## config.mk

```make
export PLATFORM = sky130hd
export DESIGN_NAME = wb_burst_arb
export DESIGN_NICKNAME = d
export VERILOG_FILES = /design/src/rtl/wb_burst_arb.sv
export SDC_FILE = /design/constraint.sdc
export NUM_CORES = 1
export LEC_CHECK = 0
export BUFFER_PORTS_ARGS = -buffer_cell sky130_fd_sc_hd__buf_2
export CORE_MARGIN = 4
export CORE_UTILIZATION = 45
export CTS_BUF_LIST = sky130_fd_sc_hd__clkbuf_4
export CTS_CLUSTER_DIAMETER = 150
export CTS_CLUSTER_SIZE = 12
export DETAILED_ROUTE_END_ITERATION = 10
export HOLD_SLACK_MARGIN = 0.12
export PLACE_DENSITY = 0.71
export SYNTH_ARGS = -nofsm -noshare
export SYNTH_HDL_FRONTEND = slang
export SYNTH_SLANG_ARGS = --single-unit
```

## constraint.sdc

```tcl
create_clock -name clk_i -period 6.4 [get_ports clk_i]
set_clock_uncertainty 0.15 [all_clocks]
set_input_delay 0.32 -clock clk_i [delete_from_list [all_inputs] [get_ports clk_i]]
set_output_delay 0.32 -clock clk_i [all_outputs]
set_load 0.03 [all_outputs]
```

## src/rtl/wb_burst_arb.sv

```systemverilog
// Burst-holding 4-way arbiter for a wishbone slave port; grant is registered (1-cycle latency).
// An owner keeps the port until last-ack, request drop or stall watchdog; a 1-cycle REL gap follows.
module wb_burst_arb #(
  parameter int NREQ   = 4,
  parameter int HOLD_W = 8
) (
  input  logic              clk_i,
  input  logic              rst_n,
  input  logic              cfg_arb_mode,
  input  logic [HOLD_W-1:0] cfg_hold_max,
  input  logic [NREQ-1:0]   req_i,
  input  logic              ack_i,
  input  logic              lack_i,
  output logic [1:0]        gnt_o,
  output logic              gnt_vld_o,
  output logic [NREQ-1:0]   gnt_oh_o,
  output logic              hold_timeout_o,
  output logic [1:0]        rr_ptr_o
);

  localparam logic [1:0] ST_IDLE = 2'd0;
  localparam logic [1:0] ST_OWN  = 2'd1;
  localparam logic [1:0] ST_REL  = 2'd2;

  logic [1:0]        state_q, state_d;
  logic [1:0]        gnt_q, gnt_d;
  logic              vld_q, vld_d;
  logic [NREQ-1:0]   oh_q, oh_d;
  logic              to_q, to_d;
  logic [1:0]        rr_q, rr_d;
  logic [HOLD_W-1:0] cnt_q, cnt_d;

  logic [1:0] rr_win, fp_win, idx;
  logic       rr_hit, wd_hit;

  // Round-robin scans from rr_q upward (mod 4); fixed priority takes the lowest index.
  always_comb begin
    rr_win = 2'd0;
    rr_hit = 1'b0;
    idx    = 2'd0;
    for (int i = 0; i < NREQ; i++) begin
      idx = rr_q + 2'(i);
      if (!rr_hit && req_i[idx]) begin
        rr_win = idx;
        rr_hit = 1'b1;
      end
    end
    fp_win = 2'd0;
    for (int i = NREQ - 1; i >= 0; i--) begin
      if (req_i[i]) fp_win = 2'(i);
    end
  end

  assign wd_hit = (cfg_hold_max != '0) && (cnt_q == cfg_hold_max - HOLD_W'(1)) && !ack_i;

  always_comb begin
    state_d = state_q;
    gnt_d   = gnt_q;
    vld_d   = 1'b0;
    to_d    = 1'b0;
    rr_d    = rr_q;
    cnt_d   = cnt_q;
    case (state_q)
      ST_IDLE: begin
        if (req_i != '0) begin
          state_d = ST_OWN;
          gnt_d   = cfg_arb_mode ? fp_win : rr_win;
          vld_d   = 1'b1;
          cnt_d   = '0;
        end
      end
      ST_OWN: begin
        // Last-ack takes precedence over a coincident watchdog expiry.
        if (lack_i || !req_i[gnt_q] || wd_hit) begin
          state_d = ST_REL;
          to_d    = wd_hit && !lack_i;
        end else begin
          vld_d = 1'b1;
          if (ack_i)       cnt_d = '0;
          else if (~&cnt_q) cnt_d = cnt_q + HOLD_W'(1);
        end
      end
      ST_REL: begin
        state_d = ST_IDLE;
        rr_d    = gnt_q + 2'd1;
      end
      default: state_d = ST_IDLE;
    endcase
    oh_d = vld_d ? (NREQ'(1) << gnt_d) : '0;
  end

  always_ff @(posedge clk_i or negedge rst_n) begin
    if (!rst_n) begin
      state_q <= ST_IDLE;
      gnt_q   <= 2'd0;
      vld_q   <= 1'b0;
      oh_q    <= '0;
      to_q    <= 1'b0;
      rr_q    <= 2'd0;
      cnt_q   <= '0;
    end else begin
      state_q <= state_d;
      gnt_q   <= gnt_d;
      vld_q   <= vld_d;
      oh_q    <= oh_d;
      to_q    <= to_d;
      rr_q    <= rr_d;
      cnt_q   <= cnt_d;
    end
  end

  assign gnt_o          = gnt_q;
  assign gnt_vld_o      = vld_q;
  assign gnt_oh_o       = oh_q;
  assign hold_timeout_o = to_q;
  assign rr_ptr_o       = rr_q;

endmodule

```

==> results of run 1 <==
## worst max-delay path: stages (launching register included)
cell	delay [ns]
dfrtp_1	0.45
xor2_1	0.20
nor4_1	0.36
o22ai_1	0.15
or3_1	0.54
a21oi_4	0.28
nor3_1	0.08
## per-layer routing
metal | track usage, % | up-vias | routed length, um
li1 | - | 628 | -
met1 | 21.2 | 586 | 1520
met2 | 24.5 | 42 | 1400
met3 | 3.50 | 2 | 189
met4 | 5.12 | 0 | 16
met5 | 0 | - | 0
## per-stage QoR
step	total power (W)	setup WS (ns)
global route	0.000520	3.89
global placement	0.000420	4.06
detailed placement	0.000427	3.97
CTS	0.000487	4.05
floorplan	0.000358	4.23
finish	0.000482	4.06
## logic make-up (layout without fill, tap and decap cells)
kind of cell	count (synthesis)	in the layout	share of synthesized area, %
AO/OA/AOI/OAI	32	32	17.9
XOR/XNOR	9	9	6.60
adder cells (fa/ha/maj)	3	3	2.68
buffers and inverters	15	44	5.08
flip-flops	20	20	35.7
multiplexers	2	2	2.59
AND/OR/NAND/NOR	74	74	29.4
## layout make-up
type	count	area [um2]
Clock buffer	3	22.5
Fill cell	273	1270
Inverter	13	48.8
Multi-Input combinational cell	120	831
Sequential cell	20	500
Tap cell	42	52.6
Timing Repair Buffer	28	150
## sequential cells by signal, summed over array words and instances, names as in the netlist
signal / cells
hold_timeout_o: 1
gnt_o: 2
state_q: 2
gnt_vld_o: 1
gnt_oh_o: 4
cnt_q: 8
rr_ptr_o: 2
## worst min path at each step
stage,startpoint,end,cells after the start
2_1_floorplan,rst_n,cnt_q[0]$_DFFE_PN0P_,0
3_3_place_gp,rst_n,gnt_o[0]$_DFF_PN0_,1
3_5_place_dp,rst_n,rr_ptr_o[1]$_DFFE_PN0N_,1
4_1_cts,ack_i,cnt_q[1]$_DFFE_PN0P_,4
5_1_grt,ack_i,cnt_q[1]$_DFFE_PN0P_,4
6_report,ack_i,cnt_q[1]$_DFFE_PN0P_,4
## power by group
part / internal, W / total (W) / switching (W)
registers: 0.000157 / 0.000187 / 0.0000294
clock network: 0.0000219 / 0.0000578 / 0.0000360
logic: 0.0000829 / 0.000237 / 0.000154
## placed cells by master (no fill, tap or decap), types with 2 or more instances in the layout
master          n
clkbuf_4        3
nand3_1        12
nand2_1         9
ha_1            3
nor3b_1         3
buf_2          26
dfrtp_1        20
a21oi_1         4
nand2b_1        2
nor3_1          8
nor2_1         16
nor2b_1         2
and4_1          2
o21ai_0         6
nand4_1         3
nor4_1          3
xor2_1          5
xnor2_1         3
dlygate4sd3_1   2
a31oi_1         2
o31ai_1         3
or3_1           4
inv_1          13
or2b_2          2
o211ai_1        7
==> out/results.txt, run 1 <==
CP Data Arrival Time -> 2.35 ns
Largest area contributor in the netlist -> dfrtp_1
Die W -> 63.8 um
Final GP Congestion -> 0.868
CTS tree -> built
RR Endpoint -> gnt_oh_o[0]$_DFF_PN0_
Run status -> completed
Ys Warns -> 0
TritonCTS Sinks -> 20
Worst Reg2Reg Path Length in Cells -> 6
Worst-margin pin slew -> 0.608 ns
H-tree levels -> 1
DP Area -> 1560 um2
Critical Path Fanout Max -> 9
FF-to-FF setup slack -> 4.06 ns
Cell count after placement -> 221
Number of global-route vias before repair -> 1193
Post_cts resized -> 0
Cell Rows -> 19
Max Cap Viol -> 0
Hold Slack -> 0.270 ns
Layout Cells excl Fill -> 226
Critical path origin -> cnt_q[7]$_DFFE_PN0P_
Ports -> 27
Slew Limit Fails -> 0
First-pass GRT wire length -> 5.19 mm
Hold Crit Class -> in -> reg
Setup_tns -> 0 ns
Gr usage total -> 15.6%
Max frequency -> 0.427 GHz
Finished layout cell area -> 1610 um2
Yosys top cell area share -> 35.7%
Post-synth top cells -> 20 x dfrtp_1, 16 x nor2_1, 13 x inv_1
Final HPWL from detailed placement -> 2.48 mm
Hold buffers post-CTS -> 2
Cts bufs inserted -> 3
Syn avg cell area -> 9.05 um2
Most used flip-flop cell after synthesis -> dfrtp_1
Most common cell in the synthesized netlist -> dfrtp_1
Asr flop ratio synth -> 100%
WP data required -> 6.41 ns
Synthesized cell area -> 1400 um2
#FFs+latches synth -> 20
Post-synthesis sequential area ratio -> 35.7%
Crit path time final -> 2.34 ns
Wirelength, routed -> 3.13 mm
Syn Inst Count -> 155
Count of cell types in the netlist -> 44
Tcrit/Tclk final -> 36.6%
Final Util -> 55.8%
Largest net degree at the start of global routing -> 21
Post-CTS Setup Bufs -> 0
Net Count, Synth -> 175
Slew margin rel. -> 59.1%
CTS max path bufs -> 2
Starting Density -> 48.8%
Pwr dens -> 300 nW/um2
Clk_lat worst skew -> 0.29 ns
N_diodes -> 0
Via count -> 1258
Count of endpoints failing setup in the final report -> 0
Layout cell share with drive strength beyond 1 -> 20.1%
Grt total ovfl -> 0
Die Y-Extent -> 63.8 um
DRC Markers -> 0
Crit path launch type -> flop
Die area -> 4070 um2
CTS Root Cell -> clkbuf_4
Area grow syn2layout -> 14.5%
PortBufs -> 26
Worst Setup EP -> gnt_oh_o[0]$_DFF_PN0_
Average routed wire per standard cell -> 13.8 um
Setup CP Type -> reg -> reg
Leak -> 0.718 nW
Drt pass-1 iters -> 4
Initial DRC count -> 74
R2R Path Start -> cnt_q[7]$_DFFE_PN0P_
EDFF count, synth -> 0
Core area -> 2880 um2
Final Hold Vio Count -> 0
Largest cells by area after synthesis -> dfrtp_1 36%, nand3_1 4.3%, nor2_1 4.3%
Via density -> 5.57
Crit. End Element -> flop
Clk pin slew, worst setup/hold paths -> 0.11 ns
Final ANT Viol Nets -> 0
Initial antenna violation count -> 0
RSZ-0062 raised after global routing -> false
Nets -> 206
VDD IR-drop max -> 0.000234 V
No activity file was read; power rests on OpenSTA's default activity.
==> run 2: changes to the inputs <==
==> constraint.sdc (replaced) <==
create_clock -name clk_i -period 2.4 [get_ports clk_i]
set_clock_uncertainty 0.15 [all_clocks]
set_input_delay 0.12 -clock clk_i [delete_from_list [all_inputs] [get_ports clk_i]]
set_output_delay 0.12 -clock clk_i [all_outputs]
set_load 0.03 [all_outputs]
==> out/results.txt, run 2 (same netlist as run 1, synthesis figures left out) <==
Run status -> completed
N_diodes -> 0 (unchanged)
Commonest non-fill, non-tap cells in the layout -> 26 x buf_2, 20 x dfrtp_1, 16 x nor2_1, 13 x inv_1, 12 x nand3_1
WP data required -> 2.42 ns (-3.99 ns)
Cell Rows -> 19 (unchanged)
Ordered list of cells on the worst path -> or2b_2 -> or3b_1 -> a211o_4 -> o21ai_4 -> o211ai_1
Grt total ovfl -> 0 (unchanged)
Average routed wire per standard cell -> 14.5 um (+4.6%)
Design Power -> 0.00132 W (+170%)
Area grow syn2layout -> 17.4%
CTS Root Cell -> clkbuf_4
Initial DRC count -> 53 (-28%)
Register with the most flip-flops -> cnt_q
Drt pass-1 iters -> 4 (unchanged)
PortBufs -> 26 (unchanged)
Worst path buffer plus inverter count -> 0 (unchanged)
Number of global-route vias before repair -> 1241 (+4.0%)
Final Util -> 57.2% (+1.4 points)
CTS tree -> built
Number of flip-flops in the largest register -> 8 (unchanged)
Initial antenna violation count -> 0 (unchanged)
Wirelength, routed -> 3.33 mm (+6.5%)
Via density -> 5.64 (+1.4%)
Count of endpoints failing setup in the final report -> 0 (unchanged)
Area of the multi-input gates -> 841 um2 (+1.2%)
Final Hold Vio Count -> 0 (unchanged)
Cts bufs inserted -> 3 (unchanged)
CTS max path bufs -> 2 (unchanged)
Max frequency -> 0.440 GHz (+3.1%)
Slew Limit Fails -> 0 (unchanged)
Nets -> 209 (+1.5%)
Clk_lat worst skew -> 0.29 ns (about the same)
CP Data Arrival Time -> 2.29 ns (-0.06 ns)
Crit path time final -> 2.27 ns (-0.0712 ns)
Layout cell share with drive strength beyond 1 -> 21.3% (+1.2 points)
Leak -> 0.735 nW (+2.3%)
Crit. End Element -> flop
Commonest non-fill, non-tap cell in the layout -> buf_2
Hold Crit Class -> in -> async
Die area -> 4070 um2 (unchanged)
DRC Markers -> 0 (unchanged)
First-pass GRT wire length -> 5.46 mm (+5.3%)
Setup CP Type -> reg -> reg
Storage cell area -> 500 um2 (unchanged)
Largest net degree at the start of global routing -> 21 (unchanged)
VDD IR-drop max -> 0.000649 V (+180%)
Slowest Stage Delay on Critical Path -> 0.44 ns (-0.10 ns)
Max Cap Viol -> 0 (unchanged)
Worst-margin pin slew -> 0.632 ns (+0.0241 ns)
Pwr dens -> 802 nW/um2 (+170%)
H-tree levels -> 1 (unchanged)
Kind of cell adding the most delay to the critical path -> simple AND/OR/NAND/NOR gates
Final HPWL from detailed placement -> 2.59 mm (+4.2%)
Final ANT Viol Nets -> 0 (unchanged)
Die Y-Extent -> 63.8 um (unchanged)
Ports -> 27 (unchanged)
Core area -> 2880 um2 (unchanged)
TritonCTS Sinks -> 20 (unchanged)
Tcrit/Tclk final -> 94.6% (+58 points)
Clk pin slew, worst setup/hold paths -> 0.11 ns (about the same)
Slew margin rel. -> 57.5% (-1.6 points)
Final GP Congestion -> 0.978 (+13%)
Starting Density -> 48.8% (unchanged)
Crit path launch type -> flop
Die W -> 63.8 um (unchanged)
FILL cells -> 255 (-6.6%)
Critical Path Fanout Max -> 7 (-2)
Gr usage total -> 16.5% (+0.95 points)
Critical-path top delay cell -> dfrtp_1
Via count -> 1298 (+3.2%)
[run 2: worst paths after layout]
check                                       start                     to  slack (ns)  depth (start not counted)
setup / recovery           state_q[1]$_DFFE_PN0P_   cnt_q[5]$_DFFE_PN0P_        0.13                          5
hold / removal                              rst_n  gnt_oh_o[2]$_DFF_PN0_        0.14                          2
setup reg to reg           state_q[1]$_DFFE_PN0P_   cnt_q[5]$_DFFE_PN0P_        0.13                          5
hold reg to reg              cnt_q[1]$_DFFE_PN0P_   cnt_q[1]$_DFFE_PN0P_        0.44                          2
max in group asynchronous                   rst_n   cnt_q[5]$_DFFE_PN0P_        1.65                          2
min in group clk_i                       req_i[1]     gnt_o[1]$_DFF_PN0_        0.14                          4
[run 2: power breakdown]
group	switching, W	total (W)	internal, W
registers	0.0000780	0.000497	0.000419
clock network	0.0000989	0.000159	0.0000604
logic	0.000432	0.000664	0.000232
[run 2: per-layer routing]
layer | wire length (um) | share of wire, % | global-route usage, %
met4 | 55 | 1.7 | 5.39
met3 | 273 | 8.2 | 5.08
met5 | 0 | 0 | 0
met1 | 1450 | 44 | 21.6
met2 | 1550 | 46 | 26.1
[run 2: per-stage QoR]
| step | area, um2 | TNS, ns | worst slack (ns) | cells | hold slack, ns |
|---|---|---|---|---|---|
| 6_report | 1650 | 0 | 0.129 | 230 | 0.138 |
| 3_3_place_gp | 1570 | 0 | 0.171 | 222 | -0.0657 |
| 3_5_place_dp | 1570 | 0 | 0.0796 | 222 | -0.0637 |
| 4_1_cts | 1640 | 0 | 0.0828 | 230 | 0.124 |
| 5_1_grt | 1650 | -0.0258 | -0.0144 | 230 | 0.167 |
| 2_1_floorplan | 1400 | 0 | 0.233 | 155 | -0.326 |
[run 2: area by class of cell]
cell class,instances,area share (%)
multi-input cells,120,51.1
clock buffers,3,1.37
inverters,13,2.96
repair buffers,31,10.8
clock inverters,1,0.228
flip-flops and latches,20,30.4
well taps,42,3.19
[run 2: what timing repair did]
action | 4_1_cts | 5_1_grt
hold endpoints to repair | 26 | 0
gates resized for setup | 0 | 2
setup buffers | 0 | 0
hold buffers | 4 | 0
endpoints found under the setup margin | 0 | 10
